## src/rtl/cmp_pkg.sv

```systemverilog
// cmp_pkg -- shared definitions for the serial magnitude comparator.
//   NIBBLE_W     : digit width scanned per cycle (4 bits)
//   cmp_state_t  : FSM states IDLE / SCAN / DONE
//   cmp_result_t : latched decision {lt, eq, gt}, at most one bit set
package cmp_pkg;

  localparam int NIBBLE_W = 4;

  typedef enum logic [1:0] {
    IDLE = 2'd0,
    SCAN = 2'd1,
    DONE = 2'd2
  } cmp_state_t;

  typedef struct packed {
    logic lt;
    logic eq;
    logic gt;
  } cmp_result_t;

  localparam cmp_result_t RES_NONE = '{lt: 1'b0, eq: 1'b0, gt: 1'b0};
  localparam cmp_result_t RES_LT   = '{lt: 1'b1, eq: 1'b0, gt: 1'b0};
  localparam cmp_result_t RES_EQ   = '{lt: 1'b0, eq: 1'b1, gt: 1'b0};
  localparam cmp_result_t RES_GT   = '{lt: 1'b0, eq: 1'b0, gt: 1'b1};

endpackage

```

## src/rtl/nibble_mag_cmp.sv

```systemverilog
// nibble_mag_cmp -- combinational 4-bit magnitude compare cell.
// Ports:
//   a, b : 4-bit digits to compare (unsigned)
//   gt   : a > b
//   lt   : a < b
//   eq   : a == b
// The decision is built as an MSB-first bit cascade: the first bit position
// where a and b differ decides, lower bits only matter while all higher bits
// are equal.
module nibble_mag_cmp
  import cmp_pkg::*;
(
  input  logic [NIBBLE_W-1:0] a,
  input  logic [NIBBLE_W-1:0] b,
  output logic                gt,
  output logic                lt,
  output logic                eq
);

  always_comb begin
    gt = 1'b0;
    lt = 1'b0;
    for (int i = NIBBLE_W - 1; i >= 0; i--) begin
      // Only take a decision while no higher bit has decided yet.
      if (!gt && !lt) begin
        if (a[i] && !b[i]) gt = 1'b1;
        if (!a[i] && b[i]) lt = 1'b1;
      end
    end
    eq = !gt && !lt;
  end

endmodule

```

## src/rtl/serial_mag_cmp.sv

```systemverilog
// serial_mag_cmp -- serial (nibble-per-cycle) magnitude comparator.
// Compares two WIDTH-bit operands MSB nibble first and stops at the first
// nibble that differs.
//
// Parameters:
//   WIDTH     : operand width, multiple of 4, at least 4 (default 32)
// Ports:
//   clk       : clock, rising edge
//   rst       : asynchronous active-high reset
//   in_valid  : operand pair a/b/is_signed is valid
//   in_ready  : block can accept an operand pair (only while idle)
//   a, b      : operands
//   is_signed : compare as two's complement, sampled at accept
//   out_valid : lt/eq/gt hold a result
//   out_ready : consumer takes the result
//   lt/eq/gt  : A<B, A==B, A>B (exactly one high while out_valid)
// Build option:
//   SERIAL_MAG_CMP_SIGNED_EN : when defined, is_signed selects signed compare;
//                              when undefined, is_signed is ignored (unsigned).
//
// Handshake: a transfer happens on a rising edge where valid && ready are both
// high. The producer keeps its payload stable while valid is high and not yet
// accepted; ready never depends combinationally on valid. Input accept (IDLE)
// and output transfer (DONE) can never share a cycle, so after a result is
// taken the block spends one cycle in IDLE before the next accept.
module serial_mag_cmp
  import cmp_pkg::*;
#(
  parameter int WIDTH = 32
) (
  input  logic             clk,
  input  logic             rst,
  input  logic             in_valid,
  output logic             in_ready,
  input  logic [WIDTH-1:0] a,
  input  logic [WIDTH-1:0] b,
  input  logic             is_signed,
  output logic             out_valid,
  input  logic             out_ready,
  output logic             lt,
  output logic             eq,
  output logic             gt
);

  localparam int NIBS  = WIDTH / NIBBLE_W;
  localparam int IDX_W = (NIBS > 1) ? $clog2(NIBS) : 1;
  localparam logic [IDX_W-1:0] LAST_IDX = IDX_W'(NIBS - 1);
  localparam logic [WIDTH-1:0] MSB_MASK = {1'b1, {(WIDTH-1){1'b0}}};

  cmp_state_t       state;
  cmp_state_t       state_nxt;
  logic [WIDTH-1:0] a_q;
  logic [WIDTH-1:0] b_q;
  logic [IDX_W-1:0] idx;
  cmp_result_t      res_q;
  logic             n_gt;
  logic             n_lt;
  logic             n_eq;
  logic             last_nib;
  logic             sign_flip;

`ifdef SERIAL_MAG_CMP_SIGNED_EN
  assign sign_flip = is_signed;
`else
  // Port kept for a stable interface; unsigned compare only in this build.
  logic unused_is_signed;
  assign unused_is_signed = is_signed;
  assign sign_flip        = 1'b0;
`endif

  // Operand registers shift left each SCAN cycle, so the nibble under
  // inspection is always the top one; one compare cell serves every cycle.
  nibble_mag_cmp u_nib (
    .a  (a_q[WIDTH-1 -: NIBBLE_W]),
    .b  (b_q[WIDTH-1 -: NIBBLE_W]),
    .gt (n_gt),
    .lt (n_lt),
    .eq (n_eq)
  );

  assign last_nib = (idx == LAST_IDX);

  // State register.
  always_ff @(posedge clk or posedge rst) begin
    if (rst) state <= IDLE;
    else     state <= state_nxt;
  end

  // Next-state logic.
  always_comb begin
    state_nxt = state;
    case (state)
      IDLE:    if (in_valid)            state_nxt = SCAN;
      SCAN:    if (!n_eq || last_nib)   state_nxt = DONE;
      DONE:    if (out_ready)           state_nxt = IDLE;
      default:                          state_nxt = IDLE;
    endcase
  end

  // Handshake outputs decode straight from the state.
  always_comb begin
    in_ready  = 1'b0;
    out_valid = 1'b0;
    case (state)
      IDLE:    in_ready  = 1'b1;
      DONE:    out_valid = 1'b1;
      default: ;
    endcase
  end

  assign lt = res_q.lt;
  assign eq = res_q.eq;
  assign gt = res_q.gt;

  // Datapath: operand capture, nibble walk and result latch.
  // Flipping the sign bit of both operands maps two's complement order onto
  // unsigned order, so the scan itself is identical in both modes.
  always_ff @(posedge clk or posedge rst) begin
    if (rst) begin
      a_q   <= '0;
      b_q   <= '0;
      idx   <= '0;
      res_q <= RES_NONE;
    end else begin
      case (state)
        IDLE: begin
          if (in_valid) begin
            a_q   <= sign_flip ? (a ^ MSB_MASK) : a;
            b_q   <= sign_flip ? (b ^ MSB_MASK) : b;
            idx   <= '0;
            res_q <= RES_NONE;
          end
        end
        SCAN: begin
          if (n_gt)          res_q <= RES_GT;
          else if (n_lt)     res_q <= RES_LT;
          else if (last_nib) res_q <= RES_EQ;
          else begin
            a_q <= a_q << NIBBLE_W;
            b_q <= b_q << NIBBLE_W;
            idx <= idx + IDX_W'(1);
          end
        end
        DONE: begin
          if (out_ready) res_q <= RES_NONE;
        end
        default: ;
      endcase
    end
  end

endmodule

```

## config.mk

```make
export PLATFORM = sky130hd
export DESIGN_NAME = serial_mag_cmp
export DESIGN_NICKNAME = d
export VERILOG_FILES = /design/src/rtl/cmp_pkg.sv /design/src/rtl/nibble_mag_cmp.sv /design/src/rtl/serial_mag_cmp.sv
export SDC_FILE = /design/constraint.sdc
export NUM_CORES = 1
export LEC_CHECK = 0
export BUFFER_PORTS_ARGS = -buffer_cell sky130_fd_sc_hd__buf_2
export CAP_MARGIN = 20
export CELL_PAD_IN_SITES_DETAIL_PLACEMENT = 1
export CELL_PAD_IN_SITES_GLOBAL_PLACEMENT = 1
export CORE_ASPECT_RATIO = 2
export CORE_MARGIN = 3
export CORE_UTILIZATION = 30
export CTS_CLUSTER_SIZE = 8
export DETAILED_ROUTE_END_ITERATION = 10
export PLACE_DENSITY_LB_ADDON = 0.3
export SLEW_MARGIN = 20
export SYNTH_ARGS = -nofsm -noshare
export SYNTH_HDL_FRONTEND = slang
export SYNTH_SLANG_ARGS = --single-unit
```

## constraint.sdc

```tcl
create_clock -name clk -period 2.84 [get_ports clk]
set_input_delay 0.284 -clock clk [delete_from_list [all_inputs] [get_ports clk]]
set_output_delay 0.284 -clock clk [all_outputs]
set_load 0.005 [all_outputs]
```

; Word level (Yosys, flattened, before mapping)
; Index checks and enable logic that the tools add are counted.
[word_totals]
out_inout_bits = 5
elab_cells = 94
reg_bits = 72
[op_classes]
n_eq_ne = 10
mux = 40
addsub = 1
n_reduce_logical = 36
[ops]
columns = cell, n
row1 = $mux 32, 8
row2 = $pmux 32 s2, 2
row3 = $mux 3, 8
row4 = $logic_not 1->1, 17
row5 = $mux 1, 16
row6 = $logic_and 1x1->1, 12
row7 = $ne 2x2->1 const B, 6
row8 = $pmux 3 s3, 1
row9 = $mux 2, 3
row10 = $pmux 2 s3, 1
row11 = $pmux 3 s2, 1
row12 = $reduce_and 5->1, 1
row13 = $ne 4x4->1 const B, 1
row14 = $reduce_and 4->1, 1
row15 = $add 3x1->3 const B, 1
row16 = $eq 3x3->1 const B, 1
row17 = $reduce_and 3->1, 1
row18 = $reduce_bool 3->1, 1
row19 = $eq 2x1->1 const B, 1
row20 = $eq 2x2->1 const B, 1
row21 = $logic_not 2->1, 1
row22 = $reduce_bool 2->1, 1
row23 = $logic_or 1x1->1, 1

; Longest topological paths before layout
; Gate-level depths: netlist (run 1).
[logic_depth]
word_depth = 18
ltp_mapped = 9
depth_no_buf = 7

; By module
; Synthesis (run 1) repeated with hierarchy kept, for this count alone.
[hier_totals]
hier_cells = 280
hier_area_um2 = 3532.1
[by_module_without_submodules]
columns = mod, seq_area_each_um2, area_per_inst_um2, cells_per_inst, n_inst
row1 = serial_mag_cmp, 1801.7, 3385.7, 261, 1
row2 = nibble_mag_cmp, 0.0, 146.4, 19, 1

; Least setup slack after synthesis (run 1)
; Ideal clock, no wire load.
[synth_timing]
kind = reg2reg
from = register idx[0]
to = register a_q[10]
slack_ps = 1179
arrival_ps = 1528
path_stages_with_launch = 9
setup_time_ps = 133
n_path_buf = 2
t_required_ps = 2707
cell_sequence = dfrtp_1 ha_1 ha_1 nor2_1 a32oi_4 buf_6 buf_6 nand2_1 o21ai_0
[synth_between]
elab_chain_len = 3
[synth_lines]
columns = item, line_no
row1 = "start, declared", serial_mag_cmp.sv:54  ; logic [IDX_W-1:0] idx;
row2 = "start signal, assigned", serial_mag_cmp.sv:141  ; idx <= idx + IDX_W'(1);
row3 = $eq 3x3->1, serial_mag_cmp.sv:81  ; assign last_nib = (idx == LAST_IDX);
row4 = $ne 2x2->1 (no source line), --
row5 = $reduce_and 5->1 (no source line), --
row6 = "end signal, assigned", serial_mag_cmp.sv:128  ; a_q <= sign_flip ? (a ^ MSB_MASK) : a;
row7 = "end signal, assigned", serial_mag_cmp.sv:139  ; a_q <= a_q << NIBBLE_W;
row8 = "end, declared", serial_mag_cmp.sv:52  ; logic [WIDTH-1:0] a_q;
; Every way passes these cells.
; A chain may end at the register's enable or synchronous reset.

; Worst setup path in the final report (run 1)
[layout_timing]
from = register b_q[31]
to = register b_q[19]
[layout_between]
elab_chain_len = 14
elab_cells_between_ends = 29
[layout_lines]
columns = item, line_no
row1 = "start, declared", serial_mag_cmp.sv:53  ; logic [WIDTH-1:0] b_q;
row2 = "start signal, assigned", serial_mag_cmp.sv:129  ; b_q <= sign_flip ? (b ^ MSB_MASK) : b;
row3 = "start signal, assigned", serial_mag_cmp.sv:140  ; b_q <= b_q << NIBBLE_W;
row4 = $logic_not 1->1, nibble_mag_cmp.sv:26  ; if (a[i] && !b[i]) gt = 1'b1;
row5 = $logic_and 1x1->1, nibble_mag_cmp.sv:26
row6 = $mux 1, nibble_mag_cmp.sv:26
row7 = $logic_not 1->1, nibble_mag_cmp.sv:25  ; if (!gt && !lt) begin
row8 = $logic_and 1x1->1, nibble_mag_cmp.sv:25
row9 = $mux 1, nibble_mag_cmp.sv:25
row10 = $logic_not 1->1, nibble_mag_cmp.sv:25
row11 = $logic_and 1x1->1, nibble_mag_cmp.sv:25
row12 = $mux 1, nibble_mag_cmp.sv:25
row13 = $logic_not 1->1, nibble_mag_cmp.sv:25
row14 = $logic_and 1x1->1, nibble_mag_cmp.sv:25
row15 = $mux 1, nibble_mag_cmp.sv:25
row16 = $ne 2x2->1 (no source line), --
row17 = $reduce_and 5->1 (no source line) (*), --
; Every way passes the cells marked *; elsewhere a longest branch is shown, timed or not.

==> results of run 1 <==
-- path summary, 6_finish.rpt --
path | to | slack, ns | depth (start not counted)
max | b_q[19] | 0.70 | 7
max in group asynchronous | a_q[16] | 2.10 | 3
min reg2reg | a_q[27] | 0.48 | 2
min in group clk | state[1] | 0.16 | 2
min | state[0] | -0.007 | 2
max reg2reg | b_q[19] | 0.70 | 7
-- critical path, cell delays in order (launching register included) --
cell,delay [ns]
dfrtp_1,0.41
inv_1,0.07
ha_1,0.22
nor2_1,0.08
and4b_1,0.25
a32oi_4,0.23
buf_4,0.50
o21ai_0,0.19
-- Yosys cell counts (4+ instances only) --
library cell / number
nand2_1: 81
dfrtp_1: 72
o21ai_0: 59
mux2i_1: 56
o21ai_1: 11
buf_2: 9
buf_6: 6
clkbuf_1: 5
inv_1: 5
nor2_1: 5
ha_1: 4
nand2b_1: 4
nor2b_1: 4
-- where the power goes --
part	total, uW	switching, uW	internal (uW)	leakage (uW)
Clock	1160	457	707	0.000145
Combinational	1830	1060	764	0.00110
Sequential	1800	294	1510	0.000905
-- sequential cells by signal, indices dropped and copies added (netlist names) --
name	flops
a_q	32
b_q	32
eq	1
gt	1
idx	3
lt	1
state	2
-- final cells by class --
type                    count  area (um^2)
repair buffers             78          418
clock inverters             6         67.6
flip-flops and latches     72         1800
multi-input cells         243         1500
inverters                   5         18.8
well taps                 140          175
clock buffers              10          239
fillers                  1308         6860
-- stage by stage --
step           setup slack [ns]  instances  instance area (um^2)
3_5_place_dp              0.686        538                  3920
5_1_grt                   0.464        554                  4220
6_report                  0.697        554                  4220
2_1_floorplan             0.731        342                  3460
3_3_place_gp              0.778        538                  3920
4_1_cts                   0.667        554                  4220
-- metal layers --
metal	vias to the layer above	routed length (um)	GRT usage (%)
met5	-	0	0
met3	15	360	3.70
met4	0	200	6.81
met2	55	4350	23.3
met1	1254	3240	15.8
li1	1304	-	-
-- kinds of logic (layout without fill, tap and decap cells) --
family | count (synthesis) | in the layout | synth area share (%)
compound gates | 83 | 83 | 13.5
flops | 72 | 72 | 52.1
fa+ha+maj | 4 | 4 | 1.45
buf+inv | 27 | 99 | 4.63
mux | 56 | 56 | 16.2
xor+xnor | 2 | 2 | 0.507
simple gates | 98 | 98 | 11.5
==> flow_summary.ini, run 1 <==
[clock_network]
cts_resized = 0
clk_latency_ns = 0.33
cts_buffer_depth = 2
hold_buffers = 0
root_buffer = clkbuf_16
cts_sinks = 72
post_cts_buffers = 0
cts_buffers = 9
cts_tree = yes
clk_pin_slew_ns = 0.06
htreeDepth = 3

[synthesis]
syn_avg_cell_area_um2 = 10.1
synth-seq-cells = 72
synth_edf_count = 0
ys_seq_area_share_pct = 52.1
synth_area_um2 = 3460
synth_cell_types = 30
syn_nets = 415
synthTopCellsByArea = dfrtp_1 52%, mux2i_1 16%, nand2_1 8.8%, o21ai_0 8.5%, buf_6 2.0%
synthFlopType = dfrtp_1
synth_warnings = 0
synth.top_cell.area_share_pct = 52.1
synthCells = 342
async_flop_share_pct = 100
synth_area_leader_cell = dfrtp_1

[setup_path]
cp_max_fo = 65
path_class = register to register
cp-startpoint = b_q[31]
end_kind = register
start_kind = register
required_ns = 3.02
reg2reg_from = b_q[31]
cp.arrival_ns = 2.33

[timing]
skew_ns = 0.00603
setup_violations = 0
fin_crit_ns = 2.14
post-route-period-util_pct = 75.5
max_freq_ghz = 0.467
hold_viol = 8
holdWs_ns = -0.00658
setup_tns_ns = 0
rsz0062_at_grt = no
slew_headroom_pct = 53.0
worst_slew_pin_slew_ns = 0.704
finalMaxSlewViolations = 0

[floorplanning]
ios = 74
dieArea_um2 = 12900
die_h_um = 158
start_util_pct = 31.2
core_area_um2 = 11100
num_rows = 54
die_x_um = 81.9

[cells_and_area]
mostFrequentLayoutCells = 81 x nand2_1, 72 x dfrtp_1, 72 x buf_2
area_delta_synth_final_pct = 22.2
post-route-util_pct = 38.1
drive_gt1_share_pct = 23.7
final_nets = 482
diodes = 0
final_common_cell = nand2_1

[power]
ir_drop_mv = 0.513
power.leakage_uw = 0.00215
p_total_uw = 4790
p_per_area_nw_per_um2 = 1130

[placement]
gp_congestion = 0.773
io_buffers = 72
detailed_place_hpwl_um = 5860

[grt]
gr-total-overflow = 0
grt_pass1_wl_um = 13500
grt_pass1_vias = 2843
antenna_found_initial = 0
grt_start_max_net_pins = 71
grtUsageTotal_pct = 13.8

[outcome]
violations = hold timing
outcome = finished, violations left

[route]
route.detailed.drc = 0
ant_nets = 0
dr.pass1.iters = 4
routed_wl_um = 8150
drt_iter0_drc = 79
viasPerCell = 4.74
vias = 2628
wl_per_cell_um = 14.7

[min_path]
hold_path_class = input port to async pin

[job]
drv_cap = 0
Power figures use the tool's default switching activity.
==> inputs of run 2 (changes only) <==
==> constraint.sdc (replaced) <==
create_clock -name clk -period 1.9 [get_ports clk]
set_input_delay 0.19 -clock clk [delete_from_list [all_inputs] [get_ports clk]]
set_output_delay 0.19 -clock clk [all_outputs]
set_load 0.005 [all_outputs]
==> run 2 against run 1 <==
Against the previous run:
- register-to-register slack worse by 0.69 ns
- first-iteration DRC count up 2.5%
- maximum frequency up 13%
- via count up 5.6%
- sequential share of layout area down 5.4 points
- the run now ends clean
- final cell count up 4.7%
- critical path depth up 3
- critical endpoint is now a_q[8]
- clock-buffer cell count unchanged
- utilization up 5.6 points
- sequential power up 53%
- die area unchanged
- clock skew up 0.0064 ns
==> flow_summary.ini, run 2 (synthesized netlist as in run 1, its figures left out) <==
[floorplanning]
core_area_um2 = 11100
start_util_pct = 31.2
die_h_um = 158
num_rows = 54
dieArea_um2 = 12900
ios = 74
die_x_um = 81.9

[setup_path]
cp_max_fo = 7
timing.reg2reg.setup_slack_ns = 0.01
required_ns = 2.13
end_kind = register
start_kind = register
cp.arrival_ns = 2.11
path_class = register to register

[cells_and_area]
drive_gt1_share_pct = 37.7
diodes = 0
area_delta_synth_final_pct = 40.2
mostFrequentLayoutCells = 72 x buf_2, 71 x dfrtp_1, 58 x nand2_1
multiInputGateArea_um2 = 1660
reg_top3 = a_q: 32 flops, b_q: 32 flops, idx: 3 flops
final_nets = 508
final-seq-area_um2 = 1800
stdcell_area_um2 = 4850
final_common_cell = buf_2
fillers = 1273

[clock_network]
clk_latency_ns = 0.34
htreeDepth = 3
clk_pin_slew_ns = 0.07
cts_tree = yes
cts_buffers = 9
root_buffer = clkbuf_16
cts_sinks = 72
cts_buffer_depth = 2

[timing]
worst_slew_pin_slew_ns = 0.464
rsz0062_at_grt = yes
setup_violations = 0
max_freq_ghz = 0.529
post-route-period-util_pct = 99.4
skew_ns = 0.0125
slew_headroom_pct = 68.7
holdWs_ns = 0.0696
finalMaxSlewViolations = 0
fin_crit_ns = 1.89
hold_viol = 0

[power]
power.leakage_uw = 0.00242
p_per_area_nw_per_um2 = 1820
ir_drop_mv = 0.677

[route]
wl_per_cell_um = 16.1
routed_wl_um = 9330
dr.pass1.iters = 4
vias = 2776
viasPerCell = 4.79
drt_iter0_drc = 81
route.detailed.drc = 0
ant_nets = 0

[grt]
grt_pass1_vias = 2760
antenna_found_initial = 0
gr-total-overflow = 0
grtUsageTotal_pct = 13.5
grt_start_max_net_pins = 73
grt_pass1_wl_um = 13400

[placement]
gp_congestion = 0.759
io_buffers = 72
placed_area_um2 = 4050
detailed_place_hpwl_um = 5890

[outcome]
outcome = finished clean

[job]
drv_cap = 0

[min_path]
hold_path_class = input port to register
[run 2: stage by stage]
step                setup TNS (ns)  worst slack (ns)  total power (uW)  util [%]  std cells
floorplan                        0             0.239              4880         -        342
global placement                 0             0.122              5650      36.5        545
detailed placement        -0.00593          -0.00501              5810      36.5        545
CTS                              0            0.0199              7680      39.5        562
global route                 -2.06           -0.0684              9490      43.7        580
finish                           0            0.0108              8830      43.7        580
[run 2: final cells by class]
| cell class | instances | share of cell area, % |
|---|---|---|
| sequential | 72 | 37.2 |
| multi-input combinational | 243 | 34.3 |
| timing repair buffer | 104 | 17.8 |
| clock buffer | 10 | 4.73 |
| tap | 140 | 3.61 |
| clock inverter | 6 | 1.91 |
| inverter | 5 | 0.465 |
[run 2: path summary, 6_finish.rpt]
kind | start | to | cells after the start
worst max register to register | a_q[31] | a_q[8] | 10
min in group asynchronous | rst | state[0] | 4
worst max-delay path | a_q[31] | a_q[8] | 10
worst min register to register | b_q[19] | b_q[19] | 2
worst min-delay path | out_ready | state[1] | 2
max in group asynchronous | rst | b_q[31] | 4
[run 2: repair_timing]
action / CTS / global route
resized for setup: 1 / 100
endpoints found under the hold margin: 72 / 0
hold buffers: 1 / 0
endpoints found under the setup margin: 6 / 59
pin swaps: 0 / 10
gates cloned: 0 / 11
setup buffers: 0 / 8
[run 2: report_power, final]
part           total (uW)  switching [uW]  internal [uW]
sequential           2760             512           2250
combinational        4230            2070           2160
clock                1830             673           1160
[run 2: per-layer routing]
layer | part of all wire (%) | routed length [um] | vias up | global-route usage (%)
li1 | - | - | 1363 | -
met1 | 39 | 3620 | 1355 | 16.1
met2 | 56 | 5220 | 47 | 23.0
met3 | 3.5 | 325 | 11 | 3.59
met4 | 1.8 | 167 | 0 | 4.68
met5 | 0 | 0 | - | 0
[run 2: worst max-delay path, cell delays in order (launching register included)]
cell       delay (ns)
dfrtp_1          0.42
buf_6            0.14
ha_4             0.16
nor2_4           0.06
and4b_2          0.27
a32oi_4          0.14
buf_12           0.17
clkbuf_16        0.15
clkbuf_16        0.17
nand2_2          0.07
o21ai_2          0.05
